### src/rtl/serial_tx_fifo.sv
// Memory-mapped console transmitter: CPU stores fill a byte FIFO that an 8N1 UART
// engine drains onto tx; a status word exposes busy/full/empty/overflow for polling.
module serial_tx_fifo #(
    parameter int unsigned CLKS_PER_BIT = 434,
    parameter int unsigned DEPTH        = 16
) (
    input  logic        clock,
    input  logic        reset,
    input  logic        sel,
    input  logic        we,
    input  logic        re,
    input  logic [3:0]  addr,
    input  logic [31:0] din,
    output logic [31:0] dout,
    output logic        tx
);

    localparam int unsigned PTR_W  = (DEPTH > 1) ? $clog2(DEPTH) : 1;
    localparam int unsigned CNT_W  = PTR_W + 1;
    localparam int unsigned BAUD_W = (CLKS_PER_BIT > 1) ? $clog2(CLKS_PER_BIT) : 1;

    typedef enum logic [1:0] {
        IDLE  = 2'd0,
        START = 2'd1,
        DATA  = 2'd2,
        STOP  = 2'd3
    } state_t;

    state_t             state, state_nxt;
    logic [BAUD_W-1:0]  baud_cnt, baud_nxt;
    logic [2:0]         bit_idx, bit_nxt;
    logic [7:0]         shift, shift_nxt;
    logic               tx_nxt;

    logic [7:0]         mem [DEPTH];
    logic [PTR_W-1:0]   rd_ptr, wr_ptr, rd_ptr_nxt, wr_ptr_nxt;
    logic [CNT_W-1:0]   count, count_nxt;
    logic               overflow, overflow_nxt;

    logic               push_req, push_acc, ctrl_wr, pop;
    logic               empty, full, busy, baud_end;
    logic               unused_bits;

    // Bus decode and status flags
    assign push_req = sel & we & (addr == 4'h0);
    assign ctrl_wr  = sel & we & (addr == 4'h4);
    assign empty    = (count == CNT_W'(0));
    assign full     = (count == CNT_W'(DEPTH));
    assign busy     = (state != IDLE) | ~empty;
    assign baud_end = (baud_cnt == BAUD_W'(CLKS_PER_BIT - 1));
    assign dout     = {28'b0, overflow, full, empty, busy};

    // Reads are side-effect free and only the low data byte is stored
    assign unused_bits = ^{re, din[31:8]};

    // UART framing: next-state and datapath updates
    always_comb begin
        state_nxt = state;
        baud_nxt  = baud_end ? BAUD_W'(0) : baud_cnt + BAUD_W'(1);
        bit_nxt   = bit_idx;
        shift_nxt = shift;
        tx_nxt    = tx;
        pop       = 1'b0;
        case (state)
            IDLE: begin
                baud_nxt = BAUD_W'(0);
                if (!empty) begin
                    pop       = 1'b1;
                    shift_nxt = mem[rd_ptr];
                    tx_nxt    = 1'b0;
                    state_nxt = START;
                end else begin
                    tx_nxt = 1'b1;
                end
            end
            START: begin
                if (baud_end) begin
                    tx_nxt    = shift[0];
                    bit_nxt   = 3'd0;
                    state_nxt = DATA;
                end
            end
            DATA: begin
                if (baud_end) begin
                    if (bit_idx == 3'd7) begin
                        tx_nxt    = 1'b1;
                        state_nxt = STOP;
                    end else begin
                        tx_nxt    = shift[1];
                        shift_nxt = {1'b0, shift[7:1]};
                        bit_nxt   = bit_idx + 3'd1;
                    end
                end
            end
            STOP: begin
                if (baud_end) begin
                    // Chain straight into the next start bit when more data waits
                    if (!empty) begin
                        pop       = 1'b1;
                        shift_nxt = mem[rd_ptr];
                        tx_nxt    = 1'b0;
                        state_nxt = START;
                    end else begin
                        state_nxt = IDLE;
                    end
                end
            end
            default: begin
                state_nxt = IDLE;
                tx_nxt    = 1'b1;
            end
        endcase
    end

    // FIFO bookkeeping; a pop on the same edge frees the slot a full push needs
    always_comb begin
        push_acc     = push_req & (~full | pop);
        wr_ptr_nxt   = wr_ptr + PTR_W'(push_acc);
        rd_ptr_nxt   = rd_ptr + PTR_W'(pop);
        count_nxt    = count + CNT_W'(push_acc) - CNT_W'(pop);
        overflow_nxt = overflow;
        if (push_req && !push_acc) begin
            overflow_nxt = 1'b1;
        end else if (ctrl_wr && din[0]) begin
            overflow_nxt = 1'b0;
        end
    end

    // FSM state and serial datapath registers
    always_ff @(posedge clock) begin
        if (reset) begin
            state    <= IDLE;
            baud_cnt <= BAUD_W'(0);
            bit_idx  <= 3'd0;
            shift    <= 8'd0;
            tx       <= 1'b1;
        end else begin
            state    <= state_nxt;
            baud_cnt <= baud_nxt;
            bit_idx  <= bit_nxt;
            shift    <= shift_nxt;
            tx       <= tx_nxt;
        end
    end

    // FIFO control registers
    always_ff @(posedge clock) begin
        if (reset) begin
            rd_ptr   <= PTR_W'(0);
            wr_ptr   <= PTR_W'(0);
            count    <= CNT_W'(0);
            overflow <= 1'b0;
        end else begin
            rd_ptr   <= rd_ptr_nxt;
            wr_ptr   <= wr_ptr_nxt;
            count    <= count_nxt;
            overflow <= overflow_nxt;
        end
    end

    // FIFO storage, no reset needed: contents are qualified by count
    always_ff @(posedge clock) begin
        if (push_acc) begin
            mem[wr_ptr] <= din[7:0];
        end
    end

endmodule

### config.mk
export PLATFORM = sky130hd
export DESIGN_NAME = serial_tx_fifo
export DESIGN_NICKNAME = d
export VERILOG_FILES = /design/src/rtl/serial_tx_fifo.sv
export SDC_FILE = /design/constraint.sdc
export NUM_CORES = 1
export LEC_CHECK = 0
export ABC_AREA = 1
export CAP_MARGIN = 20
export CORE_AREA = 5 5 123 125
export CTS_BUF_LIST = sky130_fd_sc_hd__clkbuf_16
export CTS_CLUSTER_SIZE = 40
export DETAILED_ROUTE_END_ITERATION = 10
export DIE_AREA = 0 0 128 130
export DONT_BUFFER_PORTS = 1
export HOLD_SLACK_MARGIN = 0.03
export PLACE_DENSITY = 0.71
export SYNTH_ARGS = -nofsm -noshare
export SYNTH_HDL_FRONTEND = slang
export SYNTH_SLANG_ARGS = --single-unit
### constraint.sdc
create_clock -name clock -period 2.9 [get_ports clock]
set_input_delay 0.58 -clock clock [delete_from_list [all_inputs] [get_ports clock]]
set_output_delay 0.58 -clock clock [all_outputs]
set_load 0.01 [all_outputs]
== Yosys cells after proc, flatten, opt, wreduce, memory -nomap -nowiden ==
Memories as Yosys holds them, arrays and structs flattened. A register that Yosys moved wholly into a read port is not among the register bits.
Index checks and enable logic that the tools add are counted.
Storage, ports and cells
  flip-flop bits (word level): 37
  bits in writable memories: 128
  input port bits: 41
  logic and storage cells: 84
  memories: 1
Operators by class
  add/subtract/negate cells: 6
  equal/unequal tests: 14
  multiplexer cells: 31
  bitwise gates (word level): 8
  reduce and logical (&&, ||, !) cells: 15
Memories
  mem: words 16, width 8, rd ports 1, clocked after memory_dff 1, write ports 1, line 35  | logic [7:0] mem [DEPTH];
Operators by type and width (count)
  $mux W8: 4
  $pmux W8 S3: 1
  $ne A2 B2 Y1 const B: 7
  $mux W1: 13
  $reduce_and A4 Y1: 3
  $mux W2: 5
  $add A9 B1 Y9 const B: 1
  $eq A9 B9 Y1 const B: 1
  $mux W3: 3
  $add A4 B1 Y4: 2
  $pmux W2 S4: 1
  $pmux W3 S2: 1
  $reduce_bool A2 Y1: 3
  $add A5 B1 Y5: 1
  $eq A5 B5 Y1 const B: 1
  $logic_not A5 Y1: 1
  $reduce_and A5 Y1: 1
  $sub A5 B1 Y5: 1
  $and A1 B1 Y1: 4
  $eq A2 B2 Y1 const B: 2
  $eq A4 B3 Y1 const B: 1
  $logic_not A4 Y1: 1
  $mux W4: 1
  $pmux W1 S4: 1
  other kinds (11): 14

== Longest topological paths before layout ==
Gate-level depths: netlist of the first run.
  depth in word-level cells: 9
  gate-level depth with buffers: 18
  depth with buffers taken out: 18

== Worst setup path after synthesis of the first run ==
OpenSTA, ideal clock, no wires.
  kind: input port to flip-flop
  start: input port addr[1]
  end: register count[4]
  library setup time: 0.125 ns
  data arrival time: 2.283 ns
  required time: 2.775 ns
  path slack: 0.492 ns
  stages: 10
  cells stage by stage: nor3_1 -> nand3_1 -> o21ai_0 -> nand2_1 -> ha_1 -> fa_1 -> a21oi_1 -> o21ai_0 -> o21ai_0 -> a21oi_1
On the way
  cells in the longest elaborated chain, start to end: 5
Ends and longest elaborated chain
  start, declared: line 12  | input logic [3:0] addr,
  $logic_not A4 Y1: line 45  | assign push_req = sel & we & (addr == 4'h0);
  $and A1 B1 Y1: line 45
  $and A1 B1 Y1: line 117  | push_acc = push_req & (~full | pop);
  $add A5 B1 Y5: line 120  | count_nxt = count + CNT_W'(push_acc) - CNT_W'(pop);
  $sub A5 B1 Y5: line 120
  end signal, assigned: line 156  | count <= count_nxt;
  end, declared: line 37  | logic [CNT_W-1:0] count, count_nxt;
No other way between the ends.
A chain may end at the register's enable or synchronous reset.

== Final worst setup path of the first run ==
  start: register baud_cnt[1]
  end: register count[4]
On the way
  cells in the longest elaborated chain, start to end: 7
Ends and longest elaborated chain
  start, declared: line 30  | logic [BAUD_W-1:0] baud_cnt, baud_nxt;
  start signal, assigned: line 139  | baud_cnt <= baud_nxt;
  $eq A9 B9 Y1 (*): line 50  | assign baud_end = (baud_cnt == BAUD_W'(CLKS_PER_BIT - 1));
  $mux W1 (*): line 96  | if (baud_end) begin
  $pmux W1 S2 (*): line 64  | case (state)
  $or A1 B1 Y1: line 117
  $and A1 B1 Y1: line 117
  $add A5 B1 Y5: line 120
  $sub A5 B1 Y5 (*): line 120
Mark *: on every way between the ends. The rest lies on a longest branch, timed or not.

==> results of run 1 <==
-- final timing paths --
check	startpoint	slack, ns	to
max	baud_cnt[1]$_SDFF_PP0_	0.30	count[4]$_SDFF_PP0_
min	reset	0.21	state[0]$_SDFFE_PP0P_
max reg2reg	baud_cnt[1]$_SDFF_PP0_	0.30	count[4]$_SDFF_PP0_
min reg2reg	baud_cnt[0]$_SDFF_PP0_	0.46	baud_cnt[0]$_SDFF_PP0_
-- per-layer routing --
| metal | up-vias | wire [um] |
|---|---|---|
| li1 | 2537 | - |
| met1 | 2450 | 6260 |
| met2 | 141 | 7820 |
| met3 | 24 | 821 |
| met4 | 0 | 339 |
| met5 | - | 0 |
-- cell usage in the layout (no fill, tap or decap), drive strengths merged --
master      n
a21boi      1
edfxtp    128
o211ai      8
o2111ai     1
clkinv     11
a31o        1
ha         18
clkinvlp    2
xnor2       4
nand3b      2
nand4       4
dfxtp      37
nor3b       2
o21ai      22
nand3      86
bufinv      1
fa          1
clkbuf     17
nand2     219
a31oi       2
xor2        2
nor2       67
inv        93
buf        22
conb       28
nor3        2
a21oi      27
-- area by class of cell --
class	instances	area, um^2	area share
repair buffers	22	165	0.0199
flip-flops and latches	165	4590	0.553
clock buffers	17	425	0.0513
well taps	180	225	0.0272
multi-input cells	497	2410	0.291
inverters	92	345	0.0416
clock inverters	15	131	0.0158
-- state kept, by name, indices dropped and copies added, names as in the netlist --
register / count
rd_ptr: 4
shift: 8
overflow: 1
wr_ptr: 4
tx: 1
count: 5
baud_cnt: 9
mem: 128
bit_idx: 3
state: 2
-- synthesized netlist by cell type --
cell type	count	area share
a21boi_0	1	0.00098
a21oi_1	24	0.016
a21oi_2	3	0.0034
a31o_2	1	0.0011
a31oi_1	2	0.0016
buf_1	2	0.00098
buf_2	17	0.011
buf_4	33	0.032
buf_6	4	0.0059
clkbuf_1	5	0.0025
clkinv_1	2	0.00098
conb_1	1	0.00049
dfxtp_1	37	0.097
edfxtp_1	128	0.50
fa_1	1	0.0026
ha_1	18	0.030
inv_1	86	0.042
inv_2	4	0.0020
nand2_1	208	0.10
nand2_2	9	0.0074
nand2_4	2	0.0030
nand3_1	86	0.056
nand3b_1	2	0.0020
nand4_1	4	0.0033
nor2_1	61	0.030
nor2_2	4	0.0033
nor2_4	2	0.0030
nor3_1	1	0.00066
nor3_4	1	0.0021
nor3b_1	2	0.0020
o2111ai_1	1	0.0011
o211ai_1	8	0.0079
o21ai_0	21	0.014
o21ai_1	1	0.00066
xnor2_1	4	0.0046
xor2_1	2	0.0023
-- critical path: cells and delay by family (launching register included) --
family	cells	cell delay (ns)
AOI/OAI and AO/OA	5	0.55
adders and majority gates	3	0.80
buffers and inverters	2	0.12
DFF	1	0.38
and+or+nand+nor	8	0.61
-- through the flow --
stage / power [mW] / setup WS (ns) / instances
finish: 6.30 / 0.305 / 988
global route: 6.66 / 0.0342 / 988
CTS: 6.31 / 0.134 / 988
detailed placement: 4.23 / 0.122 / 956
global placement: 4.15 / 0.312 / 956
floorplan: 3.99 / 0.492 / 815
-- logic make-up (layout without fill, tap and decap cells) --
group | Yosys count | after routing | share of synthesized area
flip-flops | 165 | 165 | 0.601
AND/OR/NAND/NOR | 382 | 382 | 0.215
XOR/XNOR | 6 | 6 | 0.00689
other | 1 | 28 | 0.000491
AO/OA/AOI/OAI | 62 | 62 | 0.0464
buffers and inverters | 153 | 146 | 0.0982
adder cells (fa/ha/maj) | 19 | 19 | 0.0321
-- what timing repair did --
action                     4_1_cts  5_1_grt
setup endpoints to repair        0        1
gates resized for setup          0        7
buffers inserted                 0        0
hold endpoints to repair         0        0
-- power by group --
group          internal (mW)  switching (mW)  total, mW
sequential              2.64          0.0696       2.71
combinational          0.478            1.02       1.50
clock                   1.18           0.908       2.09
total                   4.30            1.99       6.30
==> run_results.csv, run 1 <==
group,metric,value,unit
status,status,"finished clean",
synthesis,yosys_warnings,0,
synthesis,avgSynthCellArea,9.69,um^2
sta,worstMarginPinSlew,0.755,ns
sta,fin_crit,2.60,ns
final_layout,post-route-util,0.602,
critical_path,reg2regPathDepth,18,
final_layout,n_antenna_cell,0,
cts,cts_htree_levels,4,
sta,slew_violations,0,
sta,timing.fmax,385,MHz
critical_path,cp.required,3.20,ns
sta,finalHoldViolCount,0,
cts,clockBufferDepth,2,
cts,cts.sinks,165,
cts,cts_buffers,17,
die,core,13800,um^2
synthesis,synth.distinct_cells,36,
final_layout,fin_area,8290,um^2
drt,drc,0,
global_routing,grt_start_max_net_pins,71,
drt,drtIter0Drc,353,
global_routing,met1_usage,0.227,
final_layout,fillers,1097,
sta,finalCritPeriodShare,0.895,
place,dpl.hpwl,9740,um
power_and_ir_drop,peakVddDrop,0.584,mV
critical_path,arrival,2.90,ns
synthesis,synth_area,7630,um^2
die,die_y,130,um
cts,tritoncts,"done",
worst_hold_path,min_path_cells,1,
sta,setup_violations,0,
sta,tns,0,ns
critical_path,path_class,"reg2reg",
die,initial_core_util,0.554,
place,placed_cell_area,7720,um^2
critical_path,end_kind,"flop",
global_routing,grt_first_pass_wirelength,24600,um
sta,fin_worst_skew,0.00628,ns
cts,hold_buffers,0,
power_and_ir_drop,powerDensity,760,nW/um^2
critical_path,crit_chain,"inv_1 > ha_1 > nand2_1 > nor2_2 > nand2_2 > nand2_1 > nand2_2 > nand2_2 > nand2_4 > inv_1 > o21ai_0 > nand2_1 > ha_1 > fa_1 > a21oi_1 > o21ai_0 > o21ai_1 > a21oi_1",
synthesis,netlist_instances,788,
job,drv_cap,0,
global_routing,grt_util_met2,0.342,
die,rows,43,
place,gp_congestion,0.873,
cts,clkSlewWorstSetupHoldPaths,0.06,ns
critical_path,start_kind,"flop",
global_routing,grt_pass1_vias,4989,
synthesis,ys_seq_elements,165,
drt,drt-wirelength-per-cell,15.4,um
die,io_pins,74,
die,die_area,16600,um^2
die,fp.dieW,128,um
sta,rsz0062_at_grt,"no",
cts,clk_latency,0.43,ns
global_routing,grt-busiest-layer,"met2",
worst_hold_path,min_path_type,"in2reg",
critical_path,cp_slowest_cell,"fa_1",
critical_path,path_max_fanout,4,
sta,relSlewSlack,0.496,
synthesis,ys_seq_area_frac,0.601,
final_layout,final_nets,855,
drt,via_count,5152,
final_layout,area_growth,8.64,%
final_layout,drive_above_1_share,0.101,
drt,drt_wl_total,15200,um
drt,drtAntennaViolNets,0,
cts,clockRootBuffer,"clkbuf_16",
sta,whs,0.215,ns
global_routing,grt_use_total,0.193,
global_routing,grt.met3_usage,0.0446,
global_routing,overflow,0,
place,io_buffers,0,
global_routing,grt_antenna_before_repair,0,
power_and_ir_drop,leakage,3.37,nW
drt,dr.pass1.iters,5,
drt,via_per_inst,5.21,
critical_path,max_stage_delay,0.41,ns
(Power assumes the default switching activity.)
==> inputs of run 2 (changes only) <==
Settings changed: CORE_AREA 5 5 123 125 to 5 5 137 113, DIE_AREA 0 0 128 130 to 0 0 142 118, PLACE_DENSITY 0.71 to 0.7.
==> run_results.csv, run 2 (same netlist as run 1, synthesis figures left out) <==
group,metric,value,unit
sta,fin_crit,2.62,ns
critical_path,crit_buf_inv,2,
die,fp.dieW,142,um
critical_path,regToRegSetupSlack,0.28,ns
place,placed_cell_area,7750,um^2
die,core,14000,um^2
critical_path,reg2regPathDepth,18,
power_and_ir_drop,power.share.clock,0.357,
sta,setup_violations,0,
final_layout,largestRegisters,"mem x128, baud_cnt x9, shift x8",
final_layout,regMostFlops,"mem",
power_and_ir_drop,leakage,3.42,nW
global_routing,overflow,0,
critical_path,crit_chain,"inv_1 > ha_1 > nand2_1 > nor2_2 > nand2_2 > nand2_1 > nand2_2 > nand2_2 > nand2_4 > inv_1 > o21ai_0 > nand2_1 > ha_1 > fa_1 > a21oi_1 > o21ai_0 > o21ai_0 > a21oi_1",
cts,hold_buffers,0,
die,rows,39,
global_routing,grt_antenna_before_repair,0,
power_and_ir_drop,seqPwrFrac,0.415,
job,drv_cap,0,
cts,tritoncts,"done",
critical_path,max_stage_delay,0.40,ns
sta,finalHoldViolCount,0,
final_layout,area_growth,9.67,%
sta,worstMarginPinSlew,0.577,ns
sta,tns,0,ns
worst_hold_path,min_path_cells,1,
die,initial_core_util,0.547,
global_routing,grt_start_max_net_pins,37,
cts,clkSlewWorstSetupHoldPaths,0.06,ns
power_and_ir_drop,peakVddDrop,0.582,mV
power_and_ir_drop,p_sw,2.00,mW
place,gp_congestion,0.929,
drt,drt_wl_total,15800,um
status,status,"finished clean",
critical_path,cp_slowest_cell,"fa_1",
power_and_ir_drop,powerDensity,783,nW/um^2
final_layout,largest_register_ffs,128,
place,io_buffers,0,
critical_path,path_class,"reg2reg",
cts,cts.sinks,165,
cts,cts_htree_levels,4,
drt,drt-wirelength-per-cell,15.9,um
final_layout,n_antenna_cell,0,
drt,drc,0,
global_routing,grt_use_total,0.196,
die,die_y,118,um
drt,drtIter0Drc,404,
sta,finalCritPeriodShare,0.902,
drt,drtAntennaViolNets,0,
drt,via_per_inst,5.25,
power_and_ir_drop,finalPower,6.55,mW
critical_path,end_kind,"flop",
sta,timing.fmax,382,MHz
cts,clockBufferDepth,2,
sta,slew_violations,0,
global_routing,grt_pass1_vias,4972,
drt,dr.pass1.iters,5,
cts,clockRootBuffer,"clkbuf_16",
sta,whs,0.207,ns
critical_path,arrival,2.93,ns
sta,fin_worst_skew,0.00849,ns
place,dpl.hpwl,10200,um
final_layout,final_cell_mix,"nand2_1, edfxtp_1, inv_1",
critical_path,critical_path_depth,18,
cts,clk_latency,0.43,ns
die,io_pins,74,
sta,relSlewSlack,0.613,
critical_path,start_kind,"flop",
sta,rsz0062_at_grt,"no",
cts,cts_buffers,17,
critical_path,path_max_fanout,4,
critical_path,cp_top_family,"adder cells",
final_layout,layout_commonest_cell,"nand2_1",
critical_path,cp.required,3.21,ns
die,die_area,16800,um^2
global_routing,grt_first_pass_wirelength,25200,um
final_layout,drive_above_1_share,0.100,
power_and_ir_drop,internal-power,4.56,mW
final_layout,final_nets,857,
worst_hold_path,min_path_type,"in2reg",
power_and_ir_drop,swShare,0.305,
drt,via_count,5215,
power_and_ir_drop,combPwrFrac,0.228,
final_layout,fin_area,8370,um^2
==> run 2: changes by cell type in the layout (fill, tap and decap cells not counted), sizes merged <==
cell,previous run,this run
bufinv,1,4
clkinv,11,8
buf,22,24
==> run 2: area by class of cell <==
| type | instances | area [um^2] |
|---|---|---|
| Sequential cell | 165 | 4590 |
| Clock buffer | 17 | 425 |
| Multi-Input combinational cell | 497 | 2400 |
| Tap cell | 184 | 230 |
| Inverter | 92 | 345 |
| Fill cell | 1132 | 5590 |
| Clock inverter | 15 | 186 |
| Timing Repair Buffer | 24 | 193 |
==> run 2: routing by layer <==
layer / vias to the layer above / GRT usage / part of all wire
li1: 2539 / - / -
met1: 2473 / 0.256 / 0.43
met2: 171 / 0.311 / 0.48
met3: 32 / 0.0508 / 0.067
met4: 0 / 0.0773 / 0.024
met5: - / 0 / 0
==> run 2: what timing repair did <==
action / in CTS / in global routing
setup buffers: 0 / 0
gates resized for setup: 0 / 3
endpoints found under the setup margin: 0 / 1
==> run 2: path summary, 6_finish.rpt <==
kind | endpoint | from
max | count[4]$_SDFF_PP0_ | baud_cnt[1]$_SDFF_PP0_
min | shift[6]$_SDFFE_PP0P_ | reset
max reg2reg | count[4]$_SDFF_PP0_ | baud_cnt[1]$_SDFF_PP0_
min reg2reg | shift[7]$_SDFFE_PP0P_ | shift[7]$_SDFFE_PP0P_
==> run 2: stage by stage <==
step	setup slack (ns)	util	std cells
3_5_place_dp	0.199	0.556	962
5_1_grt	0.0147	0.600	994
6_report	0.283	0.600	994
2_1_floorplan	0.492	-	815
3_3_place_gp	0.255	0.556	962
4_1_cts	0.180	0.599	994
==> run 2: power by group through the flow <==
stage          clock network, mW  registers (mW)  logic, mW
5_1_grt                     2.48            2.73       1.70
3_5_place_dp                   0            2.77       1.46
6_report                    2.34            2.72       1.49
4_1_cts                     2.37            2.72       1.48
3_3_place_gp                   0            2.76       1.41
2_1_floorplan                  0            2.74       1.25
